$ cat config.mk
export PLATFORM = sky130hd
export DESIGN_NAME = input_request_ctrl
export DESIGN_NICKNAME = d
export VERILOG_FILES = /design/src/rtl/input_request_ctrl_pkg.sv /design/src/rtl/btn_debounce.sv /design/src/rtl/input_request_ctrl.sv
export SDC_FILE = /design/constraint.sdc
export NUM_CORES = 1
export LEC_CHECK = 0
export ABC_AREA = 1
export BUFFER_PORTS_ARGS = -buffer_cell sky130_fd_sc_hd__buf_2
export CORE_MARGIN = 2
export CORE_UTILIZATION = 55
export CTS_CLUSTER_SIZE = 24
export DETAILED_ROUTE_END_ITERATION = 10
export PLACE_DENSITY = 0.79
export REMOVE_ABC_BUFFERS = 1
export SYNTH_ARGS = -nofsm -noshare
export SYNTH_HDL_FRONTEND = slang
export SYNTH_SLANG_ARGS = --single-unit
$ cat constraint.sdc
create_clock -name clk -period 2.1 [get_ports clk]
set_input_delay 0.42 -clock clk [delete_from_list [all_inputs] [get_ports clk]]
set_output_delay 0.42 -clock clk [all_outputs]
set_load 0.005 [all_outputs]
$ cat src/rtl/input_request_ctrl_pkg.sv
// Shared types and defaults for the CPU input-request controller.
// Holds the controller state encoding and the counter-width helper.
package input_request_ctrl_pkg;

   typedef enum logic [2:0] {
      IDLE         = 3'd0,
      WAIT_RELEASE = 3'd1,
      WAIT_PRESS   = 3'd2,
      ACK          = 3'd3,
      WAIT_DROP    = 3'd4
   } state_t;

   localparam int unsigned DEFAULT_DEBOUNCE_CYC = 500000;
   localparam int unsigned DEFAULT_TIMEOUT_CYC  = 0;

   // Bits needed to hold 0..max_val, never less than one.
   function automatic int unsigned cnt_width(input int unsigned max_val);
      return (max_val < 2) ? 1 : $clog2(max_val + 1);
   endfunction

endpackage

$ cat src/rtl/btn_debounce.sv
// Two-flop synchronizer followed by a stable-run debouncer for a raw button.
// The debounced level flips only after DEBOUNCE_CYC consecutive disagreeing samples.
module btn_debounce
   import input_request_ctrl_pkg::*;
#(
   parameter int unsigned DEBOUNCE_CYC = DEFAULT_DEBOUNCE_CYC
) (
   input  logic clk,
   input  logic reset,
   input  logic btn_in,
   output logic btn_db
);

   localparam int unsigned        CNT_W    = cnt_width(DEBOUNCE_CYC);
   localparam int unsigned        LAST_IDX = (DEBOUNCE_CYC == 0) ? 0 : DEBOUNCE_CYC - 1;
   localparam logic [CNT_W-1:0]   CNT_LAST = CNT_W'(LAST_IDX);

   logic             sync_q1;
   logic             sync_q2;
   logic [CNT_W-1:0] cnt;

   // Metastability guard for the asynchronous button.
   always_ff @(posedge clk or posedge reset) begin
      if (reset) begin
         sync_q1 <= 1'b0;
         sync_q2 <= 1'b0;
      end else begin
         sync_q1 <= btn_in;
         sync_q2 <= sync_q1;
      end
   end

   // Any sample matching the current level restarts the run.
   always_ff @(posedge clk or posedge reset) begin
      if (reset) begin
         cnt    <= '0;
         btn_db <= 1'b0;
      end else if (sync_q2 == btn_db) begin
         cnt    <= '0;
      end else if (cnt == CNT_LAST) begin
         cnt    <= '0;
         btn_db <= sync_q2;
      end else begin
         cnt    <= cnt + CNT_W'(1);
      end
   end

endmodule

$ cat src/rtl/input_request_ctrl.sv
// Serves CPU input requests from a switch bank, gated by a debounced Enter button.
// A press already held when a request arrives must be released before it counts.
module input_request_ctrl
   import input_request_ctrl_pkg::*;
#(
   parameter int unsigned DATA_W       = 16,
   parameter int unsigned DEBOUNCE_CYC = DEFAULT_DEBOUNCE_CYC,
   parameter int unsigned TIMEOUT_CYC  = DEFAULT_TIMEOUT_CYC
) (
   input  logic              clk,
   input  logic              reset,
   input  logic              btn_enter,
   input  logic [DATA_W-1:0] sw,
   input  logic              in_req,
   output logic              in_ack,
   output logic [DATA_W-1:0] in_data,
   output logic              in_timeout,
   output logic              waiting
);

   localparam int unsigned       WAIT_W     = cnt_width(TIMEOUT_CYC);
   localparam int unsigned       WAIT_IDX   = (TIMEOUT_CYC == 0) ? 0 : TIMEOUT_CYC - 1;
   localparam logic [WAIT_W-1:0] WAIT_LAST  = WAIT_W'(WAIT_IDX);
   localparam logic [WAIT_W-1:0] WAIT_MAX   = WAIT_W'(TIMEOUT_CYC);
   localparam bit                TIMEOUT_EN = (TIMEOUT_CYC != 0);

   state_t            state;
   logic [WAIT_W-1:0] wait_cnt;
   logic              btn_db;
   logic              timeout_hit;

   btn_debounce #(
      .DEBOUNCE_CYC (DEBOUNCE_CYC)
   ) u_btn_debounce (
      .clk    (clk),
      .reset  (reset),
      .btn_in (btn_enter),
      .btn_db (btn_db)
   );

   // Fires in the wait cycle that completes TIMEOUT_CYC cycles of waiting.
   assign timeout_hit = TIMEOUT_EN && (wait_cnt == WAIT_LAST);

   always_ff @(posedge clk or posedge reset) begin
      if (reset) begin
         state      <= IDLE;
         wait_cnt   <= '0;
         in_ack     <= 1'b0;
         in_data    <= '0;
         in_timeout <= 1'b0;
         waiting    <= 1'b0;
      end else begin
         in_ack <= 1'b0;
         case (state)
            IDLE: begin
               if (in_req) begin
                  state    <= btn_db ? WAIT_RELEASE : WAIT_PRESS;
                  wait_cnt <= '0;
                  waiting  <= 1'b1;
               end
            end

            WAIT_RELEASE: begin
               if (wait_cnt != WAIT_MAX) wait_cnt <= wait_cnt + WAIT_W'(1);
               if (!in_req) begin
                  state   <= IDLE;
                  waiting <= 1'b0;
               end else if (timeout_hit) begin
                  state      <= ACK;
                  in_ack     <= 1'b1;
                  in_data    <= '0;
                  in_timeout <= 1'b1;
                  waiting    <= 1'b0;
               end else if (!btn_db) begin
                  state <= WAIT_PRESS;
               end
            end

            // A fresh press takes priority over a coincident timeout.
            WAIT_PRESS: begin
               if (wait_cnt != WAIT_MAX) wait_cnt <= wait_cnt + WAIT_W'(1);
               if (!in_req) begin
                  state   <= IDLE;
                  waiting <= 1'b0;
               end else if (btn_db) begin
                  state      <= ACK;
                  in_ack     <= 1'b1;
                  in_data    <= sw;
                  in_timeout <= 1'b0;
                  waiting    <= 1'b0;
               end else if (timeout_hit) begin
                  state      <= ACK;
                  in_ack     <= 1'b1;
                  in_data    <= '0;
                  in_timeout <= 1'b1;
                  waiting    <= 1'b0;
               end
            end

            ACK: begin
               state <= WAIT_DROP;
            end

            WAIT_DROP: begin
               if (!in_req) state <= IDLE;
            end

            default: begin
               state   <= IDLE;
               waiting <= 1'b0;
            end
         endcase
      end
   end

endmodule

== After elaboration in Yosys (flattened, before gate mapping) ==
Cells that the tools add are included.

* Flip-flop bits (word level): 43
* Input port bits: 20

* Add/subtract/negate cells: 1
* Equality and inequality tests: 11
* Mux-type cells: 18
* Bitwise operators: 2
* Reduce and logical (&&, ||, !) cells: 6

{| class="wikitable"
|+ Operator list
! cell !! number
|-
| 2-to-1 mux 19 bit || 2
|-
| adder 19 x 1 -> 19 bit (second input constant) || 1
|-
| == test 19 bit (second input constant) || 1
|-
| 2-to-1 mux 3 bit || 6
|-
| case mux 3 bit (5 select lines) || 1
|-
| AND reduction 4 bit || 2
|-
| 2-to-1 mux 1 bit || 7
|-
| == test 3 x 2 -> 1 bit (second input constant) || 2
|-
| != test 2 bit (second input constant) || 3
|-
| case mux 1 bit (4 select lines) || 1
|-
| == test 3 x 1 -> 1 bit (second input constant) || 1
|-
| == test 3 bit (second input constant) || 1
|-
| logical NOT 3 bit || 1
|-
| != test 3 x 2 -> 1 bit (second input constant) || 1
|-
| != test 3 bit (second input constant) || 1
|-
| AND reduction 3 bit || 1
|-
| 2-to-1 mux 2 bit || 1
|-
| inverter 1 bit || 2
|-
| AND reduction 2 bit || 1
|-
| OR reduction 2 bit || 1
|-
| == test 1 bit || 1
|}

== Depth between registers and ports, before layout ==
Gate-level depths: netlist of the first run.

* Depth in word-level cells: 4
* Gate-level depth with buffers: 9

== By module ==
A second synthesis of the first run with hierarchy kept.

* Cell total of the unflattened synthesis: 271
* Area total of the unflattened synthesis: 2218.4 µm²

{| class="wikitable"
|+ Modules (own cells, without submodules)
! module !! instances !! cells each !! area an instance (µm²) !! sequential area each (µm²)
|-
| btn_debounce || 1 || 151 || 1236.2 || 550.5
|-
| input_request_ctrl || 1 || 120 || 982.2 || 525.5
|}

== Least setup slack after synthesis of the first run ==
No wires, ideal clock.

* Path kind: register to register
* From: register u_btn_debounce.cnt[0]
* To: register u_btn_debounce.cnt[18]
* Setup time: 0.119 ns
* Arrival: 1.136 ns
* Data required time: 1.981 ns
* Setup slack: 0.845 ns
* Stages on the path, launching flop included: 9
* Buffers on the path: 0
* Period minus slack after synthesis: 1.255 ns
* Path through: dfrtp_1 ha_1 nand2_1 nor2_2 nand2_1 nor2_1 nand3_1 nand3_1 nor2_1

* Longest elaborated chain between the ends: 3
* Elaborated cells between the ends (all ways): 4
* Those cells by class: add/sub: 1; eq/ne: 1; mux: 2

{| class="wikitable"
|+ Ends and longest elaborated chain
! item !! RTL line !! source
|-
| from (decl) || btn_debounce.sv:20 || <nowiki>logic [CNT_W-1:0] cnt;</nowiki>
|-
| from (signal assigned) || btn_debounce.sv:44 || <nowiki>cnt <= cnt + CNT_W'(1);</nowiki>
|-
| adder 19 x 1 -> 19 bit or == test 19 bit (tied branches) || btn_debounce.sv:44, btn_debounce.sv:40 ||
|-
| 2-to-1 mux 19 bit * || btn_debounce.sv:40 || <nowiki>end else if (cnt == CNT_LAST) begin</nowiki>
|-
| 2-to-1 mux 19 bit * || btn_debounce.sv:38 || <nowiki>end else if (sync_q2 == btn_db) begin</nowiki>
|}

Mark *: on every way between the ends. The rest lies on a longest branch, timed or not.
A chain may end at the register's enable or synchronous reset.

== Worst setup path in the final report of the first run ==
* From: register u_btn_debounce.cnt[0]
* To: register u_btn_debounce.cnt[17]

Same word-level chain as after synthesis.

==> summary.md, run 1 <==
| Metric | Value |
|---|---|
| Most frequent cells after synthesis | nand2_1, dfrtp_1, nor2_1 |
| Kind of critical path | register to register |
| Period minus WS final | between 1000 and 1500 ps |
| IO Port Bufs | 37 |
| Largest area contributor in the netlist | dfrtp_1 |
| Clock root cell | clkbuf_8 |
| Vias/cell | about 4.9 |
| Power Density | 637 nW/um2 |
| Final hold violation count | 0 |
| Combinational share of power | 10.0% |
| Initial core utilization | roughly 58% |
| RSZ-0062 raised after global routing | false |
| Post-Route Utilization | 65.6% |
| Global-route wire length before repair | 6840 um |
| Number of diodes | 0 |
| Chip Width | about 66 um |
| Sequential Area | around 1100 um2 |
| Worst path required time | 2270 ps |
| Clock sinks | 43 |
| Fin. max-slew vios | 0 |
| WP data arrival | around 1600 ps |
| Fin crit share | about 68% |
| Crit Path Max Fanout | 6 |
| Ranking of synthesized cells by area | dfrtp_1, nand2_1, nor2_1 |
| Setup bufs post-CTS | 0 |
| Crit end category | register |
| Worst Setup Start Kind | register |
| Primary FF master, synth | dfrtp_1 |
| Register area share after synthesis | 51.1% |
| P_int | approximately 1100 uW |
| Reg power frac | between 50% and 60% |
| Most used cell, CP | nand2_1 |
| CTS Hold Bufs | 0 |
| # resized after CTS | 0 |
| Net switching power figure | 390 uW |
| Synth cell types | 29 |
| Post-route design area | 2400 um2 |
| Core Region | 3660 um2 |
| Count leader, synth | nand2_1 |
| Final setup violation count | 0 |
| Area Growth Syn to Fin | 14.0% |
| HPWL after DPL | between 2000 and 3000 um |
| Fraction of synthesis flops using an asynchronous set or reset pin | 100% |
| Cell Area, Synth | between 2000 and 2500 um2 |
| Setup WS post-layout | 662 ps |
| Initial antenna violation count | 0 |
| Die area | approximately 4300 um2 |
| Status | completed |
| Htree depth | 2 |
| Worst Skew | 5.48 ps |
| Max stage delay on crit path | 380 ps |
| EDFF count, synth | 0 |
| Multi-input logic area | 892 um2 |
| Starting DRT DRC Count | 95 |
| All-Layer GR Usage | 20.7% |
| Leakage | 0.00129 uW |
| CP max stage cell | dfrtp_1 |
| DR pass1 iterations | 4 |
| Total power | 1530 uW |
| Fillers | 328 |
| Die Y-Extent | 65.9 um |
| Synth Area per Inst | 7.95 um2 |
| Rel. slew slack | approximately 66% |
| Vias | about 1700 |
| Maxcap violations | 0 |
| Clock Latency Late Sink | about 290 ps |
| Share of post-route cells with drive strength above 1 | 18.4% |
| DP Area | between 2000 and 2500 um2 |
| Cells after Synth | around 270 |
| Worst-Margin Slew | 513 ps |
| Post-route ant nets | 0 |
| # IOs | 39 |
| WL/cell | 11.1 um |
| Max Clk Rate | 0.696 GHz |
| Clk network pwr share | 33.0% |
| Flop and latch count out of synthesis | 43 |
| Overflow after GRT | 0 |
| Min-delay worst type | input pin to register |
| Crit-path leading delay family | simple AND/OR/NAND/NOR gates |
| Residual DRC | 0 |
| Worst vdd ir | 488 uV |
| Critical path cell sequence | ha_1 > nand2_1 > nor2_2 > nand3_1 > nand2_1 > a21oi_1 |
| Fin nets | about 330 |
| Net Sw Frac | 25.5% |
| RePlAce Congestion | around 0.83 |
| Vias in the first global route | 1584 |
| Largest net degree at the start of global routing | 44 |
| YS warnings | 0 |
| Setup TNS | 0 ps |
| CTS tree | yes |
| Final wirelength | 3930 um |
| Pre-CTS setup slack | 650 ps |
| Share of the synthesized area in the top cell type | between 50% and 60% |
| CTS Buffer Depth | 2 |
| Worst-path clk slew | 80 ps |
| Row count | 22 |
| Buf+Inv Stages, Crit Path | 0 |
| CTS buffer count | 5 |
==> layout by cell type, fill, tap and decap left out, types with 2 or more instances in the layout <==
| cell | Yosys | layout |
|---|---|---|
| xor2_1 | 7 | 7 |
| inv_1 | 24 | 24 |
| o21bai_1 | 2 | 2 |
| dfrtp_1 | 43 | 43 |
| nand4_1 | 4 | 4 |
| clkinv_2 | 1 | 2 |
| nor3_1 | 2 | 2 |
| nand3_1 | 20 | 20 |
| nor2_2 | 4 | 4 |
| o21ai_0 | 3 | 3 |
| xnor2_1 | 2 | 2 |
| clkbuf_8 | 0 | 5 |
| buf_2 | 2 | 37 |
| nor2_1 | 42 | 42 |
| nand2_1 | 91 | 91 |
| a21oi_1 | 3 | 3 |
==> area by class of cell <==
cell class	count	share of cell area [%]
Tap cell	48	2.50
Timing Repair Buffer	38	8.02
Clock buffer	5	2.86
Inverter	26	4.11
Sequential cell	43	44.8
Multi-Input combinational cell	191	37.1
Clock inverter	2	0.573
==> cell families (layout without fill, tap and decap cells) <==
logic type / Yosys count / in the layout / synth area share (%)
xor gates and xnor gates: 10 / 10 / 4.51
other: 1 / 1 / 0.178
DFF: 43 / 43 / 51.1
adders and majority gates: 1 / 1 / 0.594
buffers and inverters: 31 / 71 / 6.59
and+or+nand+nor: 170 / 170 / 34.5
AOI/OAI and AO/OA: 9 / 9 / 2.55
==> power groups by stage <==
stage,registers (uW),logic [uW],clock network (uW)
finish,872,153,505
global route,875,178,556
CTS,871,158,518
detailed placement,888,158,0
global placement,887,153,0
floorplan,887,107,0
==> flip-flops by register name, indices dropped and copies added, names as in the netlist <==
register,flops
in_ack,1
u_btn_debounce.sync_q2,1
waiting,1
state,3
u_btn_debounce.cnt,19
in_data,16
u_btn_debounce.btn_db,1
u_btn_debounce.sync_q1,1
==> layer usage <==
| metal | wire length, um | vias to the layer above | track usage [%] | share of wire, % |
|---|---|---|---|---|
| met2 | 1880 | 35 | 33.5 | 48 |
| met3 | 181 | 4 | 5.11 | 4.6 |
| met4 | 32 | 0 | 6.25 | 0.81 |
| met5 | 0 | - | 0 | 0 |
| li1 | - | 894 | - | - |
| met1 | 1840 | 807 | 27.7 | 47 |
==> per-stage QoR <==
| step | hold WS, ps | instances |
|---|---|---|
| 2_1_floorplan | 331 | 260 |
| 3_3_place_gp | 336 | 346 |
| 3_5_place_dp | 335 | 346 |
| 4_1_cts | 221 | 353 |
| 5_1_grt | 213 | 353 |
| 6_report | 226 | 353 |
==> path summary, 6_finish.rpt <==
check                                                  from                          endpoint  slack, ps  cells past startpoint
max                         u_btn_debounce.cnt[0]$_DFF_PP0_  u_btn_debounce.cnt[17]$_DFF_PP0_        660                      6
min                                               btn_enter  u_btn_debounce.sync_q1$_DFF_PP0_        230                      1
max reg2reg                 u_btn_debounce.cnt[0]$_DFF_PP0_  u_btn_debounce.cnt[17]$_DFF_PP0_        660                      6
min reg2reg                u_btn_debounce.sync_q1$_DFF_PP0_  u_btn_debounce.sync_q2$_DFF_PP0_        350                      0
max in group asynchronous                             reset   u_btn_debounce.cnt[7]$_DFF_PP0_       1510                      3
min in group asynchronous                             reset               waiting$_DFFE_PP0P_        240                      3
(Power assumes the default switching activity.)
==> inputs of run 2 (changes only) <==
--- a/config.mk
+++ b/config.mk
@@ -8,10 +8,10 @@
 export ABC_AREA = 1
 export BUFFER_PORTS_ARGS = -buffer_cell sky130_fd_sc_hd__buf_2
 export CORE_MARGIN = 2
-export CORE_UTILIZATION = 55
+export CORE_UTILIZATION = 49
 export CTS_CLUSTER_SIZE = 24
 export DETAILED_ROUTE_END_ITERATION = 10
-export PLACE_DENSITY = 0.79
+export PLACE_DENSITY = 0.75
 export REMOVE_ABC_BUFFERS = 1
 export SYNTH_ARGS = -nofsm -noshare
 export SYNTH_HDL_FRONTEND = slang
==> constraint.sdc (replaced) <==
create_clock -name clk -period 1.18 [get_ports clk]
set_input_delay 0.236 -clock clk [delete_from_list [all_inputs] [get_ports clk]]
set_output_delay 0.236 -clock clk [all_outputs]
set_load 0.005 [all_outputs]
==> run 2 against run 1 <==
The run now ends with negative setup slack left; worst setup slack lost 900 ps; design area increased by 18%; sequential power is 80% higher; power up 93%; die area grew 11%; count of clock-buffer cells in the layout grew 1; clock skew down 1.4 ps; critical endpoint is now u_btn_debounce.cnt[18]$_DFF_PP0_; largest cell class unchanged; largest power group unchanged.
==> summary.md, run 2 (synthesis results as in run 1) <==
| Metric | Value |
|---|---|
| Clock sinks | 43 |
| CTS tree | yes |
| Most frequent cells in the layout | nand2_1, nor2_1, dfrtp_1 |
| Min-delay worst type | input pin to register |
| Largest net degree at the start of global routing | 44 |
| Status | finished, violations left |
| Number of diodes | 0 |
| Post-route ant nets | 0 |
| Final setup violation count | 36 |
| DR pass1 iterations | 4 |
| Power Density | 1050 nW/um2 |
| Number of flip-flops under the largest register name | 19 |
| Initial antenna violation count | 0 |
| Placed cell count | 376 |
| Maxcap violations | 0 |
| Worst-path clk slew | 80 ps |
| Setup slack, reg-to-reg | -230 ps |
| # IOs | 39 |
| Initial core utilization | 51.9% |
| Worst setup startpoint | u_btn_debounce.cnt[0]$_DFF_PP0_ |
| Overflow after GRT | 0 |
| Chip Width | around 70 um |
| Clock Latency Late Sink | approximately 290 ps |
| Vias | 1952 |
| IO Port Bufs | 37 |
| Largest Register | u_btn_debounce.cnt |
| CP max stage cell | dfrtp_1 |
| All-Layer GR Usage | 21.2% |
| RePlAce Congestion | ~0.89 |
| CTS buffer count | 5 |
| Min-Delay Startpoint | btn_enter |
| Core Region | 4060 um2 |
| Reg-to-reg critical path startpoint | u_btn_debounce.cnt[0]$_DFF_PP0_ |
| Failing checks | negative setup slack |
| Non-Filler Instances | 390 |
| Residual DRC | 0 |
| HPWL after DPL | roughly 3400 um |
| Crit end category | register |
| WP data arrival | 1600 ps |
| Worst hold slack | 49.0 ps |
| Max stage delay on crit path | 420 ps |
| Kind of critical path | register to register |
| Critical path cell sequence | ha_4 > nand2_2 > nor2_4 > nand2_2 > nor2_2 > nand3_1 > nand3_1 > nor2_1 |
| Period minus WS final | 1410 ps |
| Crit Path Max Fanout | 4 |
| Most common library cell in the layout ignoring fill and taps | nand2_1 |
| Worst Skew | 4.12 ps |
| Vias in the first global route | 1959 |
| Die area | approximately 4800 um2 |
| Max Clk Rate | 0.707 GHz |
| Global-route wire length before repair | 8310 um |
| Post-Route Utilization | 69.6% |
| Worst path required time | 1360 ps |
| Die Y-Extent | 69.6 um |
| Setup TNS | -2610 ps |
| Htree depth | 2 |
| Area Growth Syn to Fin | 34.1% |
| Fin. max-slew vios | 0 |
| Fin crit share | 120% |
| Row count | 23 |
| WL/cell | 12.4 um |
| Worst Setup Start Kind | register |
| Clock root cell | clkbuf_8 |
| Worst vdd ir | 752 uV |
| Fillers | 302 |
| Final wirelength | 4840 um |
| Setup WS post-layout | -235 ps |
| Fin nets | 360 |
| Starting DRT DRC Count | 92 |
| Vias/cell | 5.01 |
| Largest regs | u_btn_debounce.cnt x19, in_data x16, state x3 |
| CTS Buffer Depth | 2 |
| Leakage | 0.00149 uW |
| RSZ-0062 raised after global routing | true |
| Share of post-route cells with drive strength above 1 | 32.4% |
| Final hold violation count | 0 |
## run 2: cell count changes in the layout (fill, tap and decap cells not counted), moves of 3 or more
cell / delta
nand2_2: +4
dfrtp_1: -4
nor2_4: +4
dfrtp_2: +4
buf_4: +30
nor2_1: -3
buf_12: +3
nand2_1: -6
## run 2: repair_timing
item | 4_1_cts | 5_1_grt
pin swaps | 3 | 7
hold buffers | 1 | 0
gates resized for setup | 14 | 16
setup buffers | 4 | 1
endpoints found under the setup margin | 37 | 37
hold endpoints to repair | 43 | 0
## run 2: critical path, delay by kind of cell (launching register included)
family,cells,cell delay (ps)
simple gates,7,700
fa+ha+maj,1,180
flops,1,420
## run 2: area by class of cell
| cell class | instances | area, um2 | share of cell area [%] |
|---|---|---|---|
| clock buffers | 6 | 82.6 | 2.92 |
| clock inverters | 2 | 16.3 | 0.576 |
| inverters | 26 | 103 | 3.63 |
| multi-input cells | 191 | 992 | 35.1 |
| flip-flops and latches | 43 | 1080 | 38.3 |
| well taps | 50 | 62.6 | 2.21 |
| repair buffers | 72 | 488 | 17.3 |
## run 2: where the power goes
| group | internal [uW] | total, uW | switching, uW |
|---|---|---|---|
| clock network | 478 | 987 | 510 |
| registers | 1520 | 1570 | 47.0 |
| logic | 189 | 398 | 209 |
## run 2: routing by layer
layer | share of wire [%] | track usage [%]
met1 | 46 | 28.2
met2 | 47 | 33.9
met3 | 5.6 | 4.36
met4 | 2.2 | 8.93
met5 | 0 | 0
## run 2: final timing paths
| path | end | cells after the start |
|---|---|---|
| hold / removal | u_btn_debounce.sync_q1$_DFF_PP0_ | 1 |
| hold reg to reg | u_btn_debounce.sync_q2$_DFF_PP0_ | 0 |
| min in group asynchronous | in_data[12]$_DFFE_PP0P_ | 4 |
| setup / recovery | u_btn_debounce.cnt[18]$_DFF_PP0_ | 8 |
| setup reg to reg | u_btn_debounce.cnt[18]$_DFF_PP0_ | 8 |
| max in group asynchronous | u_btn_debounce.cnt[5]$_DFF_PP0_ | 4 |
## run 2: metrics by stage
| step | power [uW] | setup slack [ps] | instance area, um2 |
|---|---|---|---|
| floorplan | 1770 | -74.5 | 2070 |
| global placement | 1900 | -116 | 2570 |
| detailed placement | 1920 | -277 | 2570 |
| CTS | 2960 | -147 | 2760 |
| global route | 3110 | -298 | 2830 |
| finish | 2960 | -235 | 2830 |
